**src/rtl/if_fetch_pkg.sv**
```systemverilog
// Shared types, constants and fetch-state encoding for the instruction-fetch stage.
// No logic here beyond a tiny alignment helper.
package if_fetch_pkg;
   typedef logic [31:0] word_t;
   typedef word_t       inst_t;

   localparam word_t RESET_PC_DEF = 32'hBFC0_0000;
   localparam word_t ZERO_WORD    = 32'h0000_0000;

   typedef enum logic [1:0] {
      S_REQ  = 2'd0,
      S_HOLD = 2'd1,
      S_ADEL = 2'd2
   } fetch_state_t;

   function automatic logic pc_aligned(input word_t a);
      return a[1:0] == 2'b00;
   endfunction
endpackage

```
**src/rtl/if_fetch_if.sv**
```systemverilog
// Fetch-stage bundle: pipeline control in, instruction bus, and IF/ID outputs.
// master = fetch stage, slave = pipeline/memory side.
interface if_fetch_if;
   import if_fetch_pkg::*;

   logic  stall;
   logic  br_flag;
   word_t br_target;
   logic  exc_flag;
   word_t exc_target;
   logic  ibus_req;
   word_t ibus_addr;
   logic  ibus_ack;
   word_t ibus_rdata;
   inst_t if_inst;
   word_t if_pc;
   logic  if_valid;
   logic  if_exc_adel;

   modport master (
      input  stall, br_flag, br_target, exc_flag, exc_target, ibus_ack, ibus_rdata,
      output ibus_req, ibus_addr, if_inst, if_pc, if_valid, if_exc_adel
   );

   modport slave (
      output stall, br_flag, br_target, exc_flag, exc_target, ibus_ack, ibus_rdata,
      input  ibus_req, ibus_addr, if_inst, if_pc, if_valid, if_exc_adel
   );
endinterface

```
**src/rtl/if_fetch_pc_next.sv**
```systemverilog
// Combinational next-PC select: redirect (exception/kill) > pending branch > sequential.
// Zero latency; sequential step wraps at 32 bits.
module if_fetch_pc_next
   import if_fetch_pkg::*;
(
   input  logic  redir,
   input  word_t redir_pc,
   input  logic  br,
   input  word_t br_pc,
   input  word_t pc,
   output word_t next_pc
);
   always_comb begin
      next_pc = pc + 32'd4;
      if (redir)   next_pc = redir_pc;
      else if (br) next_pc = br_pc;
   end
endmodule

```
**src/rtl/if_fetch.sv**
```systemverilog
// Instruction fetch: owns the PC, issues word reads, delivers (inst, pc, valid) to ID; 1-cycle ack-to-output.
// Stall with data latched parks in S_HOLD with the bus idle; redirects never disturb an outstanding request.
module if_fetch
   import if_fetch_pkg::*;
#(
   parameter word_t RESET_PC = RESET_PC_DEF
)(
   input  logic          clk,
   input  logic          rst_n,
   if_fetch_if.master    bus
);
   fetch_state_t state, state_n;
   word_t        pc, pc_n;
   logic         kill, kill_n;
   word_t        kill_tgt, kill_tgt_n;
   logic         br_pend, br_pend_n;
   word_t        br_tgt, br_tgt_n;
   inst_t        inst_q, inst_n;
   word_t        ipc_q, ipc_n;
   logic         valid_q, valid_n;
   logic         adel_q, adel_n;

   logic         aligned;
   logic         req;
   logic         fire;
   word_t        next_pc;

   assign aligned = pc_aligned(pc);
   // Gated by rst_n so a late ack during reset can never be taken.
   assign req     = rst_n && (state == S_REQ) && aligned;
   assign fire    = req && bus.ibus_ack;

   if_fetch_pc_next u_pc_next (
      .redir    (bus.exc_flag | kill),
      .redir_pc (bus.exc_flag ? bus.exc_target : kill_tgt),
      .br       (bus.br_flag | br_pend),
      .br_pc    (bus.br_flag ? bus.br_target : br_tgt),
      .pc       (pc),
      .next_pc  (next_pc)
   );

   always_comb begin
      state_n    = state;
      pc_n       = pc;
      kill_n     = kill;
      kill_tgt_n = kill_tgt;
      br_pend_n  = br_pend;
      br_tgt_n   = br_tgt;
      inst_n     = inst_q;
      ipc_n      = ipc_q;
      valid_n    = valid_q;
      adel_n     = adel_q;

      if (bus.br_flag) begin
         br_pend_n = 1'b1;
         br_tgt_n  = bus.br_target;
      end

      unique case (state)
         S_REQ: begin
            if (!aligned) begin
               if (bus.exc_flag) begin
                  pc_n = bus.exc_target;
               end else begin
                  state_n = S_ADEL;
                  valid_n = 1'b1;
                  adel_n  = 1'b1;
                  inst_n  = ZERO_WORD;
                  ipc_n   = pc;
               end
            end else if (fire) begin
               pc_n = next_pc;
               if (kill || bus.exc_flag) begin
                  kill_n  = 1'b0;
                  valid_n = valid_q & bus.stall;
               end else begin
                  // This word is the delay slot if a branch is pending, so it is kept.
                  inst_n    = bus.ibus_rdata;
                  ipc_n     = pc;
                  valid_n   = 1'b1;
                  adel_n    = 1'b0;
                  br_pend_n = 1'b0;
                  if (bus.stall) state_n = S_HOLD;
               end
            end else begin
               valid_n = valid_q & bus.stall;
               if (bus.exc_flag) begin
                  kill_n     = 1'b1;
                  kill_tgt_n = bus.exc_target;
               end
            end
         end
         S_HOLD: begin
            if (bus.exc_flag) begin
               state_n = S_REQ;
               pc_n    = bus.exc_target;
            end else if (!bus.stall) begin
               state_n = S_REQ;
               valid_n = 1'b0;
            end
         end
         S_ADEL: begin
            if (bus.exc_flag) begin
               state_n = S_REQ;
               pc_n    = bus.exc_target;
            end
         end
         default: state_n = S_REQ;
      endcase

      if (bus.exc_flag) begin
         br_pend_n = 1'b0;
         valid_n   = 1'b0;
         adel_n    = 1'b0;
      end
   end

   always_ff @(posedge clk) begin
      if (!rst_n) begin
         state    <= S_REQ;
         pc       <= RESET_PC;
         kill     <= 1'b0;
         kill_tgt <= ZERO_WORD;
         br_pend  <= 1'b0;
         br_tgt   <= ZERO_WORD;
         inst_q   <= ZERO_WORD;
         ipc_q    <= ZERO_WORD;
         valid_q  <= 1'b0;
         adel_q   <= 1'b0;
      end else begin
         state    <= state_n;
         pc       <= pc_n;
         kill     <= kill_n;
         kill_tgt <= kill_tgt_n;
         br_pend  <= br_pend_n;
         br_tgt   <= br_tgt_n;
         inst_q   <= inst_n;
         ipc_q    <= ipc_n;
         valid_q  <= valid_n;
         adel_q   <= adel_n;
      end
   end

   assign bus.ibus_req    = req;
   assign bus.ibus_addr   = pc;
   assign bus.if_inst     = inst_q;
   assign bus.if_pc       = ipc_q;
   assign bus.if_valid    = valid_q;
   assign bus.if_exc_adel = adel_q;
endmodule

```
**src/flat_wrapper.sv**
```systemverilog
// flat-port wrapper written by rule: the top's interface ports become plain ports
module if_fetch_flat import if_fetch_pkg::*;
#(
   parameter word_t RESET_PC = RESET_PC_DEF
)
  (clk, rst_n, bus_stall, bus_br_flag, bus_br_target, bus_exc_flag, bus_exc_target, bus_ibus_ack, bus_ibus_rdata, bus_ibus_req, bus_ibus_addr, bus_if_inst, bus_if_pc, bus_if_valid, bus_if_exc_adel);
  if_fetch_if bus_i ();
  input  logic clk;
  input  logic rst_n;
  input wire logic [$bits(bus_i.stall)-1:0] bus_stall;
  input wire logic [$bits(bus_i.br_flag)-1:0] bus_br_flag;
  input wire logic [$bits(bus_i.br_target)-1:0] bus_br_target;
  input wire logic [$bits(bus_i.exc_flag)-1:0] bus_exc_flag;
  input wire logic [$bits(bus_i.exc_target)-1:0] bus_exc_target;
  input wire logic [$bits(bus_i.ibus_ack)-1:0] bus_ibus_ack;
  input wire logic [$bits(bus_i.ibus_rdata)-1:0] bus_ibus_rdata;
  output wire logic [$bits(bus_i.ibus_req)-1:0] bus_ibus_req;
  output wire logic [$bits(bus_i.ibus_addr)-1:0] bus_ibus_addr;
  output wire logic [$bits(bus_i.if_inst)-1:0] bus_if_inst;
  output wire logic [$bits(bus_i.if_pc)-1:0] bus_if_pc;
  output wire logic [$bits(bus_i.if_valid)-1:0] bus_if_valid;
  output wire logic [$bits(bus_i.if_exc_adel)-1:0] bus_if_exc_adel;
  assign bus_i.stall = bus_stall;
  assign bus_i.br_flag = bus_br_flag;
  assign bus_i.br_target = bus_br_target;
  assign bus_i.exc_flag = bus_exc_flag;
  assign bus_i.exc_target = bus_exc_target;
  assign bus_i.ibus_ack = bus_ibus_ack;
  assign bus_i.ibus_rdata = bus_ibus_rdata;
  assign bus_ibus_req = bus_i.ibus_req;
  assign bus_ibus_addr = bus_i.ibus_addr;
  assign bus_if_inst = bus_i.if_inst;
  assign bus_if_pc = bus_i.if_pc;
  assign bus_if_valid = bus_i.if_valid;
  assign bus_if_exc_adel = bus_i.if_exc_adel;
  if_fetch #(.RESET_PC(RESET_PC)) u_core (.clk(clk), .rst_n(rst_n), .bus(bus_i));
endmodule
```
**config.mk**
```make
export PLATFORM = sky130hd
export DESIGN_NAME = if_fetch_flat
export DESIGN_NICKNAME = d
export VERILOG_FILES = /design/src/rtl/if_fetch_pkg.sv /design/src/rtl/if_fetch_if.sv /design/src/rtl/if_fetch_pc_next.sv /design/src/rtl/if_fetch.sv /design/src/flat_wrapper.sv
export SDC_FILE = /design/constraint.sdc
export NUM_CORES = 1
export LEC_CHECK = 0
export CAP_MARGIN = 10
export CORE_ASPECT_RATIO = 0.6
export CORE_UTILIZATION = 50
export CTS_CLUSTER_SIZE = 25
export DETAILED_ROUTE_END_ITERATION = 12
export DONT_BUFFER_PORTS = 1
export PLACE_DENSITY = 0.71
export SYNTH_ARGS = -nofsm -noshare
export SYNTH_HDL_FRONTEND = slang
export SYNTH_HIERARCHICAL = 1
export SYNTH_SLANG_ARGS = --single-unit
```
**constraint.sdc**
```tcl
create_clock -name clk -period 3.1 [get_ports clk]
set_clock_uncertainty 0.1 [all_clocks]
set_input_delay 0.465 -clock clk [delete_from_list [all_inputs] [get_ports clk]]
set_output_delay 0.465 -clock clk [all_outputs]
set_load 0.03 [all_outputs]
```
# --- Word level (Yosys, flattened, before mapping) ---
# Index checks and enable logic that the tools add are counted.
op_classes:
  bitwise_logic: 5
  mux: 41
  n_eq_ne: 13
  addsub: 1
  reduce_logical: 18
op_table:
  columns: ["operator", "n"]
  rows:
  - ["32-bit two-way mux", 15]
  - ["32-bit case mux with 2 select lines", 1]
  - ["32-bit by 3-bit adder with 32-bit output (second input constant)", 1]
  - ["2-bit two-way mux", 8]
  - ["1-bit two-way mux", 15]
  - ["3-bit != test (second input constant)", 4]
  - ["2-bit != test (second input constant)", 5]
  - ["4-bit AND reduction", 2]
  - ["2-bit case mux with 3 select lines", 1]
  - ["3-bit AND reduction", 2]
  - ["6-bit AND reduction", 1]
  - ["2-bit nonzero test", 3]
  - ["2-bit logical NOT", 2]
  - ["2-bit AND reduction", 2]
  - ["2-bit OR reduction", 2]
  - ["1-bit logical AND", 3]
  - ["3-bit by 2-bit != test with 1-bit output (second input constant)", 1]
  - ["2-bit by 1-bit == test with 1-bit output (second input constant)", 1]
  - ["2-bit == test (second input constant)", 1]
  - ["2-bit by 1-bit != test with 1-bit output (second input constant)", 1]
  - ["1-bit NOT", 2]
  - ["1-bit bitwise OR", 2]
  - ["1-bit case mux with 2 select lines", 1]
  - ["1-bit AND", 1]
  - ["1-bit logical OR", 1]
word_totals:
  ff_bits: 166
  in_bits: 102
  word_cells: 88
  output_inout_bits: 99

# --- Logic depth before layout (Yosys ltp) ---
logic_depth:
  depth_word: 7
  depth_mapped: 9
  ltp_nobuf: 8

# --- Modules after synthesis ---
# Netlist, hierarchy kept.
modules_own_cells:
  columns: ["mod", "cells_each", "instances", "seq_area_each_um2", "area_per_inst_um2"]
  rows:
  - ["if_fetch", 710, 1, 3323.2, 7071.8]
  - ["if_fetch_pc_next", 180, 1, 0.0, 1184.9]

# --- Worst setup path before layout ---
# No wires, ideal clock.
synth_timing:
  kind: "input-to-reg"
  startpoint: "in bus_br_flag"
  endpoint: "reg u_core.pc[0], in the netlist u_core/bus.ibus_addr[0]"
  n_path_buf: 3
  t_arrival_ns: 2.421
  setup_time_ns: 0.133
  cell_stages: 9
  t_required_ns: 2.867
  setup_slack_ns: 0.446
  path_cell_list: "clkbuf_1 clkbuf_1 or2_2 buf_1 mux2i_1 o21ai_0 or4_1 o311ai_0 a2bb2oi_1"
synth_via:
  elab_chain_cells: 6
synth_rtl:
  columns: ["item", "line", "text"]
  rows:
  - ["start, declared", "flat_wrapper.sv:11", "input wire logic [$bits(bus_i.br_flag)-1:0] bus_br_flag;"]
  - ["32-bit two-way mux / 1-bit bitwise OR (equally long branches)", "if_fetch.sv:37, if_fetch.sv:36", null]
  - ["32-bit two-way mux *", "if_fetch_pc_next.sv:16", "else if (br) next_pc = br_pc;"]
  - ["32-bit two-way mux *", "if_fetch_pc_next.sv:15", "if (redir) next_pc = redir_pc;"]
  - ["named net u_core.next_pc[0]", "if_fetch.sv:26", "word_t next_pc;"]
  - ["32-bit two-way mux *", "if_fetch.sv:71", "end else if (fire) begin"]
  - ["32-bit two-way mux *", "if_fetch.sv:61", "if (!aligned) begin"]
  - ["32-bit case mux with 2 select lines *", "if_fetch.sv:59", "unique case (state)"]
  - ["end signal, assigned", "if_fetch.sv:132", "pc <= pc_n;"]
  - ["end, declared", "if_fetch.sv:13", "word_t pc, pc_n;"]
# Mark *: on every way through the listed nets, which the timed path passes. The rest lies on a longest branch. The select of a mux whose other input is x is not followed.
# A chain may end at the register's enable or synchronous reset.

# --- Worst setup path after layout ---
layout_timing:
  startpoint: "reg u_core.pc[1], in the netlist u_core/bus.ibus_addr[1]"
  endpoint: "out bus_ibus_req"
layout_via:
  elab_chain_cells: 2
layout_rtl:
  columns: ["item", "line", "text"]
  rows:
  - ["2-bit logical NOT", "if_fetch_pkg.sv:17", "return a[1:0] == 2'b00;"]
  - ["1-bit logical AND", "if_fetch.sv:30", "assign req = rst_n && (state == S_REQ) && aligned;"]
  - ["end, declared", "flat_wrapper.sv:17", "output wire logic [$bits(bus_i.ibus_req)-1:0] bus_ibus_req;"]
# Every way passes these cells.

==> Flow_metrics.wiki <==
{| class="wikitable"
! Metric !! Value
|-
| Cell row count || 35
|-
| Postcts setup bufs || 0
|-
| Crit path buffers/inverters || 1
|-
| Synthesized netlist cell count || 890
|-
| CTS H-Tree Depth || 4
|-
| Max-slew violation total from the final report || 0
|-
| WL/cell || roughly 23 um
|-
| GR Util met2 || 0.328
|-
| Overall die area || ~0.017 sq mm
|-
| Total clock buffers created by CTS || 17
|-
| Detailed-route wire length || 25400 um
|-
| Proportion of power drawn by the clock network || 0.240
|-
| Power share of the combinational group || 0.393
|-
| 1st-iter DRT viols || 959
|-
| Remaining design rule violation count || 0
|-
| Utilization after layout || 0.577
|-
| Category of the worst setup path launch point || flop
|-
| Clock transition at the registers of the reported paths || roughly 0.070 ns
|-
| Hold Worst Slack || 0.0322 ns
|-
| Peak-usage layer in the global routing report || met1
|-
| Worst setup path category || reg -> out
|-
| Initial antenna violation count || 0
|-
| Endpoints failing hold || 0
|-
| Area growth from synthesis to layout || 9.94%
|-
| Rel. slew slack || 0.432
|-
| Synth cell types || 65
|-
| Arrival @ worst endpoint || 2.17 ns
|-
| Die boundary height || 102 um
|-
| Pre-Repair DR Iteration Count || 6
|-
| Register cell area after layout || 0.00333 sq mm
|-
| Transition time at the pin with the least slew margin || about 0.85 ns
|-
| Post-Synthesis Net Count || 996
|-
| Reported leakage power || 3.52 nW
|-
| Count of fill cells added during filler insertion || 1428
|-
| Seq pwr share || 0.368
|-
| Synth Register Bits || ~170
|-
| Antenna viol nets, final || 0
|-
| Portion of the post-synthesis area used by sequential elements || 0.402
|-
| Met1 routing resource usage after global routing || 0.460
|-
| Buffers from clock root to sink, at most || 2
|-
| Wire length of the first global-routing pass || 37300 um
|-
| Ratio of cells with drive above 1 in the final layout || 0.193
|-
| Maximum number of pins on one net before global-route repair || 141
|-
| Data required time at the worst endpoint || between 2 and 3 ns
|-
| Number of gates resized after CTS || 0
|-
| RSZ-0062 raised after global routing || false
|-
| Achievable Freq || 366 MHz
|-
| Net switching component of the power || 3.95 mW
|-
| Final Cycle Share || 0.882
|-
| Buffer type at the clock tree root || sky130_fd_sc_hd__clkbuf_16
|-
| Clock Sinks || 166
|-
| Starting density of the core || 0.525
|-
| Start point of the worst min-delay path || bus_ibus_ack
|-
| Async set-or-reset flop fraction in the synthesized netlist || 0
|-
| Maximum single-stage delay on the critical path || 0.76 ns
|-
| Startpoint of the worst register-to-register path || u_core/bus.ibus_addr[3]
|-
| Post-synth design cell area || 0.00826 sq mm
|-
| Most instantiated flip-flop cell in the synthesis netlist || sky130_fd_sc_hd__dfxtp_1
|-
| CP Launch Point || u_core/bus.ibus_addr[1]
|-
| Final global-route overflow total || 0
|-
| Share of total power consumed by net switching || 0.430
|-
| Combined global-route utilization of all metal layers || 0.290
|-
| Least setup slack across all paths after layout || 0.365 ns
|-
| Internal power consumption || 5.23 mW
|-
| YS warnings || 6
|-
| Post-layout nets || 974
|-
| Status || complete, no violations
|-
| Time the final worst path needs with I/O delays and setup || around 2.7 ns
|-
| Hold/Removal Path Class || in -> reg
|-
| Vias in the first global route || 5945
|-
| TritonCTS clock tree || built
|-
| PortBufs || 0
|-
| Critical path's slowest cell || sky130_fd_sc_hd__or3b_1
|-
| Worst path top cell family by delay || simple AND/OR/NAND/NOR gates
|-
| Hold bufs inserted after CTS || 0
|-
| Placement-stage worst setup slack || 0.653 ns
|-
| Met3 Use GR || 0.135
|-
| Antenna diodes || 0
|-
| Avg Synthesized Cell Area || 9.28 sq um
|-
| Multi-input combinational cell area || 0.00450 sq mm
|-
| EDFF count, synth || 0
|-
| Power per standard cell area || 1010 mW/mm^2
|-
| Vias per cell || 6.52
|-
| Maximum capacitance violations || 0
|-
| Total setup violations reported at the end of the flow || 0
|-
| Total negative slack || 0 ns
|-
| Crit path max fanout || 27
|-
| Width of the die || 168 um
|-
| Routability-driven placement congestion ratio || around 0.88
|-
| Critical Path Sink Type || output port
|-
| Standard cell core area || 0.0157 sq mm
|-
| Hpwl dp || 17600 um
|-
| Series of cell instances along the critical path || or3b_1, nor2_1, buf_4
|-
| Largest voltage drop on the vdd net || 0.412 mV
|-
| I/O pin total || between 200 and 250
|-
| Later-pin clock latency in the skew report || 0.42 ns
|-
| Number of vias in the routed layout || 7069
|}
==> sequential cells by signal (all words and copies together), names as in the netlist <==
signal                  flops
u_core/bus.if_inst         32
u_core/state                2
u_core/bus.if_pc           32
u_core/kill_tgt            32
u_core/kill                 1
u_core/br_pend              1
u_core/bus.ibus_addr       32
u_core/bus.if_exc_adel      1
u_core/br_tgt              32
u_core/bus.if_valid         1
==> cells by family after synthesis <==
logic type	synth area share
AOI/OAI and AO/OA	0.206
xor gates and xnor gates	0.0276
adders and majority gates	0.00606
buffers and inverters	0.0552
DFF	0.402
muxes	0.135
and+or+nand+nor	0.168
==> final cells by class <==
class	instances	share of cell area
multi-input cells	629	0.496
flip-flops and latches	166	0.366
clock buffers	19	0.0488
repair buffers	47	0.0402
well taps	203	0.0280
clock inverters	13	0.0178
inverters	7	0.00289
==> cells in the mapped netlist (10+ instances only) <==
cell | instances | area share
sky130_fd_sc_hd__a21oi_1 | 67 | 0.041
sky130_fd_sc_hd__a22oi_1 | 14 | 0.013
sky130_fd_sc_hd__a32o_1 | 32 | 0.039
sky130_fd_sc_hd__and2_1 | 34 | 0.026
sky130_fd_sc_hd__buf_2 | 21 | 0.013
sky130_fd_sc_hd__clkbuf_1 | 45 | 0.020
sky130_fd_sc_hd__dfxtp_1 | 166 | 0.40
sky130_fd_sc_hd__mux2_2 | 65 | 0.089
sky130_fd_sc_hd__mux2i_1 | 38 | 0.046
sky130_fd_sc_hd__nand2_1 | 88 | 0.040
sky130_fd_sc_hd__nand3_1 | 11 | 0.0067
sky130_fd_sc_hd__nand4_1 | 10 | 0.0076
sky130_fd_sc_hd__nor2_1 | 13 | 0.0059
sky130_fd_sc_hd__nor3_1 | 65 | 0.039
sky130_fd_sc_hd__o21ai_0 | 21 | 0.013
sky130_fd_sc_hd__o22ai_1 | 28 | 0.021
sky130_fd_sc_hd__o311a_1 | 30 | 0.036
sky130_fd_sc_hd__xnor2_1 | 13 | 0.014
sky130_fd_sc_hd__xor2_1 | 13 | 0.014
==> per-stage QoR <==
| step | power (mW) | instance area, sq um | cells |
|---|---|---|---|
| 2_1_floorplan | 5.94 | 8260 | 890 |
| 3_3_place_gp | 6.85 | 8470 | 1052 |
| 3_5_place_dp | 6.90 | 8470 | 1052 |
| 4_1_cts | 9.11 | 9080 | 1084 |
| 5_1_grt | 9.60 | 9080 | 1084 |
| 6_report | 9.19 | 9080 | 1084 |
==> metal layers <==
layer	vias up	share of wire
li1	3260	-
met1	3324	0.47
met2	463	0.35
met3	20	0.16
met4	2	0.0097
met5	-	0.0022
==> power groups by stage <==
stage / Sequential [mW] / Clock (mW) / Combinational (mW)
2_1_floorplan: 3.64 / 0 / 2.30
3_5_place_dp: 3.40 / 0 / 3.50
4_1_cts: 3.37 / 2.23 / 3.51
6_report: 3.38 / 2.20 / 3.61
5_1_grt: 3.44 / 2.32 / 3.84
3_3_place_gp: 3.40 / 0 / 3.45
==> final timing paths <==
kind	cells after the start	end	slack, ns
max	3	bus_ibus_req	0.37
max reg2reg	7	u_core/bus.ibus_addr[22]	0.61
min	1	u_core/kill	0.03
min reg2reg	2	u_core/kill_tgt[9]	0.41
==> placed cells by master (no fill, tap or decap), types with 3 or more instances in the layout <==
cell type,instances
sky130_fd_sc_hd__a211o_1,9
sky130_fd_sc_hd__o22ai_1,28
sky130_fd_sc_hd__nor3_1,65
sky130_fd_sc_hd__buf_4,46
sky130_fd_sc_hd__clkinv_4,3
sky130_fd_sc_hd__nor3_4,3
sky130_fd_sc_hd__inv_6,3
sky130_fd_sc_hd__xor2_1,13
sky130_fd_sc_hd__nor3b_1,4
sky130_fd_sc_hd__clkbuf_16,17
sky130_fd_sc_hd__a22o_1,9
sky130_fd_sc_hd__a31oi_1,3
sky130_fd_sc_hd__o21ai_0,21
sky130_fd_sc_hd__nand2_1,88
sky130_fd_sc_hd__dfxtp_1,164
sky130_fd_sc_hd__and3_1,4
sky130_fd_sc_hd__ha_1,4
sky130_fd_sc_hd__a21oi_1,66
sky130_fd_sc_hd__nor2_1,13
sky130_fd_sc_hd__a22oi_1,14
sky130_fd_sc_hd__nand3_1,11
sky130_fd_sc_hd__o21ai_1,4
sky130_fd_sc_hd__inv_1,6
sky130_fd_sc_hd__nor2b_1,3
sky130_fd_sc_hd__or2_2,5
sky130_fd_sc_hd__and2_1,34
sky130_fd_sc_hd__inv_8,3
sky130_fd_sc_hd__xnor2_1,13
sky130_fd_sc_hd__mux2i_1,38
sky130_fd_sc_hd__o311a_1,30
sky130_fd_sc_hd__a32o_1,32
sky130_fd_sc_hd__mux2_2,65
sky130_fd_sc_hd__nand4_1,10
(Power assumes the default switching activity.)
